**src/rtl/sdram_pattern_tester.sv**
```systemverilog
// sdram_pattern_tester: writes a seeded address pattern to SDRAM, reads it back and reports errors
module sdram_pattern_tester #(
    parameter logic [23:0] LAST_ADDR  = 24'hFFFFFF,
    parameter int          RD_TIMEOUT = 1023
) (
    input  logic        i_clk,
    input  logic        i_reset,
    input  logic        i_start,
    input  logic [15:0] i_seed,
    output logic        o_busy,
    output logic        o_done,
    output logic        o_pass,
    output logic [15:0] o_err_count,
    output logic [23:0] o_first_err_addr,
    output logic        o_timeout_seen,
    output logic        o_sdram_req,
    input  logic        i_sdram_ack,
    output logic [23:0] o_sdram_addr,
    output logic        o_sdram_rh_wl,
    output logic [15:0] o_sdram_data_w,
    input  logic [15:0] i_sdram_data_r,
    input  logic        i_sdram_data_r_en
);
    localparam int TW = (RD_TIMEOUT < 2) ? 1 : $clog2(RD_TIMEOUT + 1);
    localparam logic [TW-1:0] TIMER_MAX = TW'(RD_TIMEOUT);

    typedef enum logic [2:0] {
        S_IDLE, S_WR_REQ, S_WR_NEXT, S_RD_REQ, S_RD_WAIT, S_RD_NEXT, S_DONE
    } state_t;

    state_t        r_state, w_state_nxt;
    logic [15:0]   r_seed, w_seed_nxt;
    logic [23:0]   r_addr, w_addr_nxt;
    logic [15:0]   r_data_w, w_data_w_nxt;
    logic          r_req, w_req_nxt;
    logic          r_rh_wl, w_rh_wl_nxt;
    logic          r_busy, w_busy_nxt;
    logic          r_done, w_done_nxt;
    logic          r_pass, w_pass_nxt;
    logic [15:0]   r_err_count, w_err_nxt;
    logic [23:0]   r_first_err_addr, w_first_nxt;
    logic          r_timeout_seen, w_to_nxt;
    logic [TW-1:0] r_timer, w_timer_nxt;
    logic          w_accept, w_last, w_cmp, w_timeout, w_log_err;

    function automatic logic [15:0] f_pattern(input logic [23:0] a, input logic [15:0] s);
        return a[15:0] ^ {a[23:16], a[23:16]} ^ s;
    endfunction

    assign w_accept  = i_start && (r_state == S_IDLE || r_state == S_DONE);
    assign w_last    = r_addr == LAST_ADDR;
    assign w_cmp     = i_sdram_data_r_en && ((r_state == S_RD_REQ && i_sdram_ack) || r_state == S_RD_WAIT);
    assign w_timeout = r_state == S_RD_WAIT && !i_sdram_data_r_en && r_timer == TIMER_MAX;
    assign w_log_err = (w_cmp && i_sdram_data_r != f_pattern(r_addr, r_seed)) || w_timeout;

    // state register
    always_ff @(posedge i_clk) begin
        if (i_reset) begin
            r_state <= S_IDLE;
        end else begin
            r_state <= w_state_nxt;
        end
    end

    // next-state logic: write sweep, then read sweep, then hold results
    always_comb begin
        w_state_nxt = r_state;
        case (r_state)
            S_IDLE, S_DONE: w_state_nxt = w_accept ? S_WR_REQ : r_state;
            S_WR_REQ:       w_state_nxt = i_sdram_ack ? S_WR_NEXT : S_WR_REQ;
            S_WR_NEXT:      w_state_nxt = w_last ? S_RD_REQ : S_WR_REQ;
            S_RD_REQ:       w_state_nxt = !i_sdram_ack ? S_RD_REQ : (i_sdram_data_r_en ? S_RD_NEXT : S_RD_WAIT);
            S_RD_WAIT:      w_state_nxt = (i_sdram_data_r_en || w_timeout) ? S_RD_NEXT : S_RD_WAIT;
            S_RD_NEXT:      w_state_nxt = w_last ? S_DONE : S_RD_REQ;
            default:        w_state_nxt = S_IDLE;
        endcase
    end

    // next values of datapath and outputs, derived from the next state so every output is a flop
    always_comb begin
        w_seed_nxt   = w_accept ? i_seed : r_seed;
        w_addr_nxt   = w_accept ? '0
                     : (r_state == S_WR_NEXT) ? (w_last ? '0 : r_addr + 24'd1)
                     : (r_state == S_RD_NEXT && !w_last) ? r_addr + 24'd1
                     : r_addr;
        w_timer_nxt  = (r_state == S_RD_WAIT) ? r_timer + TW'(1) : '0;
        w_err_nxt    = w_accept ? '0 : (w_log_err && r_err_count != 16'hFFFF) ? r_err_count + 16'd1 : r_err_count;
        w_first_nxt  = w_accept ? '0 : (w_log_err && r_err_count == '0) ? r_addr : r_first_err_addr;
        w_to_nxt     = w_accept ? 1'b0 : (w_timeout || r_timeout_seen);
        w_req_nxt    = w_state_nxt == S_WR_REQ || w_state_nxt == S_RD_REQ;
        w_rh_wl_nxt  = (w_state_nxt == S_WR_REQ) ? 1'b0 : (w_state_nxt == S_RD_REQ) ? 1'b1 : r_rh_wl;
        w_data_w_nxt = (w_state_nxt == S_WR_REQ) ? f_pattern(w_addr_nxt, w_seed_nxt) : r_data_w;
        w_busy_nxt   = !(w_state_nxt == S_IDLE || w_state_nxt == S_DONE);
        w_done_nxt   = w_state_nxt == S_DONE;
        w_pass_nxt   = w_done_nxt && w_err_nxt == '0;
    end

    // datapath and output registers
    always_ff @(posedge i_clk) begin
        if (i_reset) begin
            r_seed           <= '0;
            r_addr           <= '0;
            r_data_w         <= '0;
            r_req            <= 1'b0;
            r_rh_wl          <= 1'b1;
            r_busy           <= 1'b0;
            r_done           <= 1'b0;
            r_pass           <= 1'b0;
            r_err_count      <= '0;
            r_first_err_addr <= '0;
            r_timeout_seen   <= 1'b0;
            r_timer          <= '0;
        end else begin
            r_seed           <= w_seed_nxt;
            r_addr           <= w_addr_nxt;
            r_data_w         <= w_data_w_nxt;
            r_req            <= w_req_nxt;
            r_rh_wl          <= w_rh_wl_nxt;
            r_busy           <= w_busy_nxt;
            r_done           <= w_done_nxt;
            r_pass           <= w_pass_nxt;
            r_err_count      <= w_err_nxt;
            r_first_err_addr <= w_first_nxt;
            r_timeout_seen   <= w_to_nxt;
            r_timer          <= w_timer_nxt;
        end
    end

    assign o_busy           = r_busy;
    assign o_done           = r_done;
    assign o_pass           = r_pass;
    assign o_err_count      = r_err_count;
    assign o_first_err_addr = r_first_err_addr;
    assign o_timeout_seen   = r_timeout_seen;
    assign o_sdram_req      = r_req;
    assign o_sdram_addr     = r_addr;
    assign o_sdram_rh_wl    = r_rh_wl;
    assign o_sdram_data_w   = r_data_w;

endmodule

```
**config.mk**
```make
export PLATFORM = sky130hd
export DESIGN_NAME = sdram_pattern_tester
export DESIGN_NICKNAME = d
export VERILOG_FILES = /design/src/rtl/sdram_pattern_tester.sv
export SDC_FILE = /design/constraint.sdc
export NUM_CORES = 1
export LEC_CHECK = 0
export BUFFER_PORTS_ARGS = -buffer_cell sky130_fd_sc_hd__clkbuf_2
export CORE_MARGIN = 2
export CORE_UTILIZATION = 30
export CTS_BUF_LIST = sky130_fd_sc_hd__clkbuf_8
export CTS_CLUSTER_SIZE = 25
export DETAILED_ROUTE_END_ITERATION = 10
export PLACE_DENSITY = 0.61
export SLEW_MARGIN = 40
export SYNTH_ARGS = -nofsm -noshare
export SYNTH_HDL_FRONTEND = slang
export SYNTH_SLANG_ARGS = --single-unit
```
**constraint.sdc**
```tcl
create_clock -name i_clk -period 7.23 [get_ports i_clk]
set_input_delay 0 -clock i_clk [delete_from_list [all_inputs] [get_ports i_clk]]
set_output_delay 0 -clock i_clk [all_outputs]
set_load 0.005 [all_outputs]
```
=== After elaboration in Yosys (flattened, before gate mapping) ===
Cells that the tools add are included.

* Input bits: 37
* Flip-flop bits (word level): 115
* Word-level logic and storage cells: 79

* Add/subtract/negate cells: 3
* Reduce and logical (&&, ||, !) cells: 28
* Equality and inequality tests: 13
* Bitwise operators: 5
* Multiplexer cells: 17

{| class="wikitable"
|+ Operators by type and width
! kind !! number
|-
| $mux W24 || 4
|-
| $xor A16 B16 Y16 || 4
|-
| $mux W16 || 3
|-
| $logic_not A16 Y1 || 2
|-
| $add A24 B1 Y24 const B || 1
|-
| $eq A24 B24 Y1 const B || 1
|-
| $pmux W3 S6 || 1
|-
| $add A16 B1 Y16 const B || 1
|-
| $ne A16 B16 Y1 || 1
|-
| $ne A16 B16 Y1 const B || 1
|-
| $eq A3 B3 Y1 const B || 4
|-
| $add A10 B1 Y10 const B || 1
|-
| $eq A10 B10 Y1 const B || 1
|-
| $logic_and A1 B1 Y1 || 10
|-
| $eq A3 B2 Y1 const B || 3
|-
| $mux W3 || 3
|-
| $logic_or A1 B1 Y1 || 7
|-
| $eq A3 B1 Y1 const B || 2
|-
| $logic_not A3 Y1 || 2
|-
| $reduce_or A2 Y1 || 3
|-
| $mux W1 || 4
|-
| $mux W2 || 2
|-
| $logic_not A1 Y1 || 3
|-
| $reduce_bool A2 Y1 || 1
|-
| $not A1 Y1 || 1
|}

=== Logic depth before layout (Yosys ltp) ===
Gate-level depths: netlist of the first run.

* Word-level depth: 11
* Depth in mapped cells: 12
* Gate-level depth less buffers: 10

=== Least setup slack after synthesis of the first run ===
Ideal clock, no wire load.

* Kind: flip-flop to flip-flop
* From: register r_addr[0] (netlist: o_sdram_addr[0])
* To: register r_data_w[10] (netlist: o_sdram_data_w[10])
* Clock period less this slack: 2.467 ns
* Arrival: 2.339 ns
* Required time: 7.102 ns
* Path slack: 4.763 ns
* Stages on the path, launching flop included: 13
* Buffers on the path: 3
* Cells stage by stage: dfxtp_1 -> ha_1 -> and3_1 -> buf_2 -> nand2_1 -> nor3_1 -> nand2b_1 -> a221oi_2 -> and3_1 -> clkbuf_1 -> buf_4 -> mux2i_1 -> nor2_1

* Word-level cells in the longest chain between the ends: 8

{| class="wikitable"
|+ Ends and longest elaborated chain
! element !! line !! text
|-
| start, declared || 33 || <nowiki>logic [23:0] r_addr, w_addr_nxt;</nowiki>
|-
| start signal, assigned || 115 || <nowiki>r_addr <= w_addr_nxt;</nowiki>
|-
| parallel branches: the longest is 8 deep, another holds $add A24 B1 Y24 || - ||
|-
| end signal, assigned || 116 || <nowiki>r_data_w <= w_data_w_nxt;</nowiki>
|-
| end, declared || 34 || <nowiki>logic [15:0] r_data_w, w_data_w_nxt;</nowiki>
|}

Parallel ways; which one is timed is not known.
A chain may end at the register's enable or synchronous reset.

=== Worst setup path in the final report of the first run ===
* From: register r_addr[1] (netlist: o_sdram_addr[1])
* To: register r_data_w[8] (netlist: o_sdram_data_w[8])

The elaborated chain is that of the path after synthesis.

==> results.ini, run 1 <==
[sta]
min_period_over_period = 0.455
rsz0062_at_grt = false
fmax_mhz = 304
maxSlewHeadroom = 0.520
setup_viol = 0
clock_skew_ns = 0.0141
tns_ns = 0
slew_viol_final = 0
fin_crit_ns = 3.29
max_slew.worst_pin.slew_ns = 0.720
report.final.hold_viol_count = 0

[floorplan]
die_area_um2 = 21500
start_util = 0.303
die-width_um = 147
rows = 52
ios = 123
core_um2 = 20100
die_h_um = 147

[cts]
cts_tree = yes
clk_pin_slew_ns = 0.07
cts.repair.resized = 0
cts_root_buffer = clkbuf_8
htreeDepth = 4
ctsLongestPathBuffers = 2
insertion_delay_ns = 0.45
cts.sinks = 115
numCtsBuffers = 17

[synthesis]
synth_edf_count = 0
postSynth.asyncResetShare = 0
ys_warn_count = 0
synth-seq-area-share = 0.378
ys.flop_type = dfxtp_1
synth_area_leaders = dfxtp_1, xnor2_1, nor2_1
synth_top_area_frac = 0.378
synth.distinct_cells = 62
yosys.area.top_type = dfxtp_1
syn_avg_cell_area_um2 = 8.82
synth_fp_nets = 732
synth-seq-cells = 115
synth.cell_area_um2 = 6090
synth_cells = 691

[critical_path]
r2r_cells = 9
critical_path_arrival_ns = 3.65
critPathRequiredTime_ns = 7.59
cpMaxStageDelayCell = a31oi_4
crit_family = simple AND/OR/NAND/NOR gates
start_kind = flop
path_class = reg2reg
path_buf_inv = 0
crit_chain = ha_1 > and3_1 > nand2_1 > or4_4 > a31oi_4 > nor3_1 > xnor2_1 > xnor2_1 > a211oi_1
worst-path-max-fanout = 24
slowest_delay_ns = 0.59
cp-end-kind = flop
cp.depth = 9
cp_common_cell = xnor2_1

[detailed_routing]
vias = 5219
drt_first_pass_iters = 5
detail-route-antenna-nets = 0
drt_iter0_drc = 280
avgViaCountPerCell = 4.81
routed_wl_mm = 17.2
wire_per_inst_um = 15.8
drc = 0

[placed_design]
place_congestion = 0.888
port_buffers = 122
dp_hpwl_mm = 12.6

[cells_and_area]
drive_gt1_frac = 0.224
layout.nets = 844
area_growth_pct = 22.2
diodes = 0

[global_route]
grt_pass1_wl_mm = 26.9
overflow = 0
antenna_found_initial = 0
grt_use_total = 0.161
grt_max_degree = 54
grt_pass1_vias = 4960

[power]
power.density_nw_per_um2 = 204
power.leakage_nw = 2.86
power_mw = 1.52
peakVddDrop_mv = 0.161

[hold_path]
min_path_type = in2reg
holdPathStages = 4

[outcome]
outcome = finished clean

[run]
maxCapViolCount = 0

==> sequential cells by signal, summed over array words and instances (netlist names), 3 cells and up <==
name	flops
o_err_count	16
r_seed	16
r_timer	10
o_sdram_addr	24
o_sdram_data_w	16
r_state	3
o_first_err_addr	24
==> worst min-delay path, stage by stage <==
cell and delay [ns]:
clkbuf_2 0.13, nor2_1 0.13, a221oi_2 0.11, nor2_1 0.09
==> metal layers <==
metal / global-route usage / vias to the layer above / part of all wire
met2: 0.271 / 151 / 0.49
met1: 0.205 / 2480 / 0.44
met4: 0.0447 / 0 / 0.011
met5: 0 / - / 0
li1: - / 2569 / -
met3: 0.0403 / 19 / 0.053
==> power breakdown <==
part | internal [mW] | switching (mW)
Combinational | 0.0652 | 0.0774
Clock | 0.428 | 0.283
Sequential | 0.651 | 0.0133
==> kinds of logic (layout without fill, tap and decap cells) <==
kind of cell / count (synthesis) / in the layout / synth area share
DFF: 115 / 115 / 0.378
muxes: 49 / 49 / 0.0805
and+or+nand+nor: 288 / 288 / 0.232
buffers and inverters: 56 / 181 / 0.0478
AOI/OAI and AO/OA: 59 / 59 / 0.0762
adders and majority gates: 4 / 4 / 0.00821
xor gates and xnor gates: 120 / 120 / 0.177
==> synthesized netlist by cell type (14+ instances only) <==
library cell	instances
a211oi_1	14
and3_1	14
buf_2	20
clkbuf_1	17
dfxtp_1	115
mux2i_1	49
nand2_1	27
nand3_1	22
nand4_1	15
nor2_1	139
xnor2_1	88
xor2_1	28
==> repair_timing <==
action,4_1_cts,5_1_grt
hold buffers,16,0
buffers inserted,0,0
endpoints found under the hold margin,16,0
==> through the flow <==
| step | instance area (um2) | setup WS, ns | hold WS, ns | std cells | util |
|---|---|---|---|---|---|
| after global placement | 6810 | 3.85 | 0.293 | 1038 | 0.339 |
| after global routing | 7440 | 3.71 | 0.0855 | 1086 | 0.370 |
| after detailed placement | 6810 | 3.96 | 0.297 | 1038 | 0.339 |
| after floorplan | 6090 | 4.76 | 0.185 | 691 | - |
| final | 7440 | 3.94 | 0.0528 | 1086 | 0.370 |
| after CTS | 7440 | 3.92 | 0.0374 | 1086 | 0.370 |
==> cells in the final DEF (no fill, tap or decap), drive strengths merged, types with 4 or more instances in the layout <==
master,instances
and4,12
nor3b,4
xnor2,92
nand2,28
dfxtp,115
nor3,12
xor2,28
inv,8
a211oi,16
nand3,23
and2,6
nor4,7
nand2b,8
clkbuf,141
o21ai,4
dlygate4sd3,16
mux2i,49
bufinv,5
a31oi,4
clkinv,4
nand4,16
buf,4
nor2b,9
and3,14
ha,4
nor2,142
a21oi,12
==> worst paths after layout <==
kind / endpoint / startpoint / slack [ns]
setup / recovery: o_sdram_data_w[8] / o_sdram_addr[1] / 3.94
hold / removal: r_state[2] / i_start / 0.05
setup reg to reg: o_sdram_data_w[8] / o_sdram_addr[1] / 3.94
hold reg to reg: r_timer[0] / r_timer[0] / 0.45
==> final cells by class <==
type	count	area (um2)
Timing Repair Buffer	142	801
Sequential cell	115	2300
Clock buffer	19	262
Multi-Input combinational cell	520	3510
Tap cell	270	338
Inverter	7	26.3
Fill cell	2110	12700
Clock inverter	13	205
No activity file was read; power rests on OpenSTA's default activity.
==> run 2, diff against run 1 <==
PLACE_DENSITY = 0.63   (was 0.61)
clock period = 3 ns   (was 7.23 ns; I/O delays follow)
==> results.ini, run 2 (same netlist as run 1, synthesis figures left out) <==
[outcome]
outcome = finished clean

[hold_path]
min_path_type = in2reg
worstHoldStart = i_sdram_ack
holdPathStages = 4

[cts]
cts_root_buffer = clkbuf_8
cts_tree = yes
insertion_delay_ns = 0.45
clk_pin_slew_ns = 0.08
ctsLongestPathBuffers = 2
cts_setup_buffers = 0
numCtsBuffers = 17
cts.sinks = 115
htreeDepth = 4

[power]
pwr-share-clk = 0.434
p_seq_frac = 0.462
power.density_nw_per_um2 = 453
switching_share = 0.253
power_mw = 3.46
peakVddDrop_mv = 0.290
p_switching_mw = 0.874
power.leakage_nw = 3.01
combPwrFrac = 0.104
internal-power_mw = 2.59

[placed_design]
dpl-instance-area_um2 = 7050
port_buffers = 122
place_congestion = 0.869
dpl.cell_count = 1065
dp_hpwl_mm = 13.0

[critical_path]
crit_start = o_sdram_addr[20]
path_class = reg2reg
r2r_slack_ns = 0.21
critPathRequiredTime_ns = 3.35
cp-end-kind = flop
rr_startpoint = o_sdram_addr[20]
r2r_cells = 11
start_kind = flop
worst-path-max-fanout = 7
critical_path_arrival_ns = 3.15

[floorplan]
core_um2 = 20100
rows = 52
start_util = 0.303
ios = 123
die_area_um2 = 21500
die-width_um = 147
die_h_um = 147

[cells_and_area]
layout_common_cells = nor2_1, clkbuf_2, dfxtp_1
drive_gt1_frac = 0.249
stdcell_count = 1112
finalInstanceArea_um2 = 7630
area_growth_pct = 25.3
final_common_cell = nor2_1
layout.nets = 871
final_util = 0.380

[sta]
fmax_mhz = 358
rsz0062_at_grt = false
maxSlewHeadroom = 0.545
fin_crit_ns = 2.79
max_slew.worst_pin.slew_ns = 0.666
tns_ns = 0
slew_viol_final = 0
setup_viol = 0
report.final.hold_viol_count = 0
min_period_over_period = 0.931
clock_skew_ns = 0.0132

[detailed_routing]
drt_iter0_drc = 347
wire_per_inst_um = 15.6
detail-route-antenna-nets = 0
vias = 5248
avgViaCountPerCell = 4.72
routed_wl_mm = 17.3
drt_first_pass_iters = 7
drc = 0

[global_route]
grt_pass1_wl_mm = 27.3
global_route.usage.met2 = 0.269
overflow = 0
busiest_layer = met2
grt_use_total = 0.163
met1_usage = 0.211
grt_pass1_vias = 4971
antenna_found_initial = 1
grt_max_degree = 40
grtUsageMet3 = 0.0428

[run]
maxCapViolCount = 0

-- run 2: metrics by stage --
step	setup WS (ns)	hold WS, ns
floorplan	0.533	0.185
global placement	0.126	0.286
detailed placement	0.191	0.290
CTS	0.127	0.00737
global route	0.0164	0.0642
finish	0.207	0.0361
-- run 2: repair_timing --
action,4_1_cts,5_1_grt
hold buffers,16,0
setup endpoints to repair,0,25
gates resized for setup,0,5
endpoints found under the hold margin,16,0
-- run 2: area by class of cell --
cell class	count	area, um2
diodes	1	2.50
clock buffers	19	262
clock inverters	11	138
fillers	2063	12500
inverters	7	26.3
multi-input cells	520	3520
flip-flops and latches	115	2300
well taps	270	338
repair buffers	169	1040
-- run 2: worst paths after layout --
check | end
worst max-delay path | o_pass
worst max register to register | o_pass
worst min register to register | r_timer[0]
worst min-delay path | o_done
-- run 2: power groups by stage --
stage / Sequential, mW / Combinational (mW) / Clock [mW]
final: 1.60 / 0.359 / 1.50
after global routing: 1.60 / 0.392 / 1.60
after CTS: 1.60 / 0.362 / 1.53
after detailed placement: 1.63 / 0.344 / 0
after global placement: 1.63 / 0.343 / 0
after floorplan: 1.63 / 0.234 / 0
-- run 2: critical path, stage by stage (launching register included) --
cell      delay [ns]
dfxtp_1         0.48
xnor2_1         0.13
xnor2_1         0.29
nand4_1         0.20
nor4_4          0.34
buf_4           0.18
o21ai_1         0.07
buf_4           0.15
a211oi_1        0.27
o221a_1         0.22
a41oi_1         0.16
nor4_1          0.19
-- run 2: metal layers --
layer | vias to the layer above | wire length [um]
met5 | - | 0
met4 | 0 | 219
met3 | 17 | 940
met2 | 160 | 8530
met1 | 2454 | 7600
li1 | 2617 | -
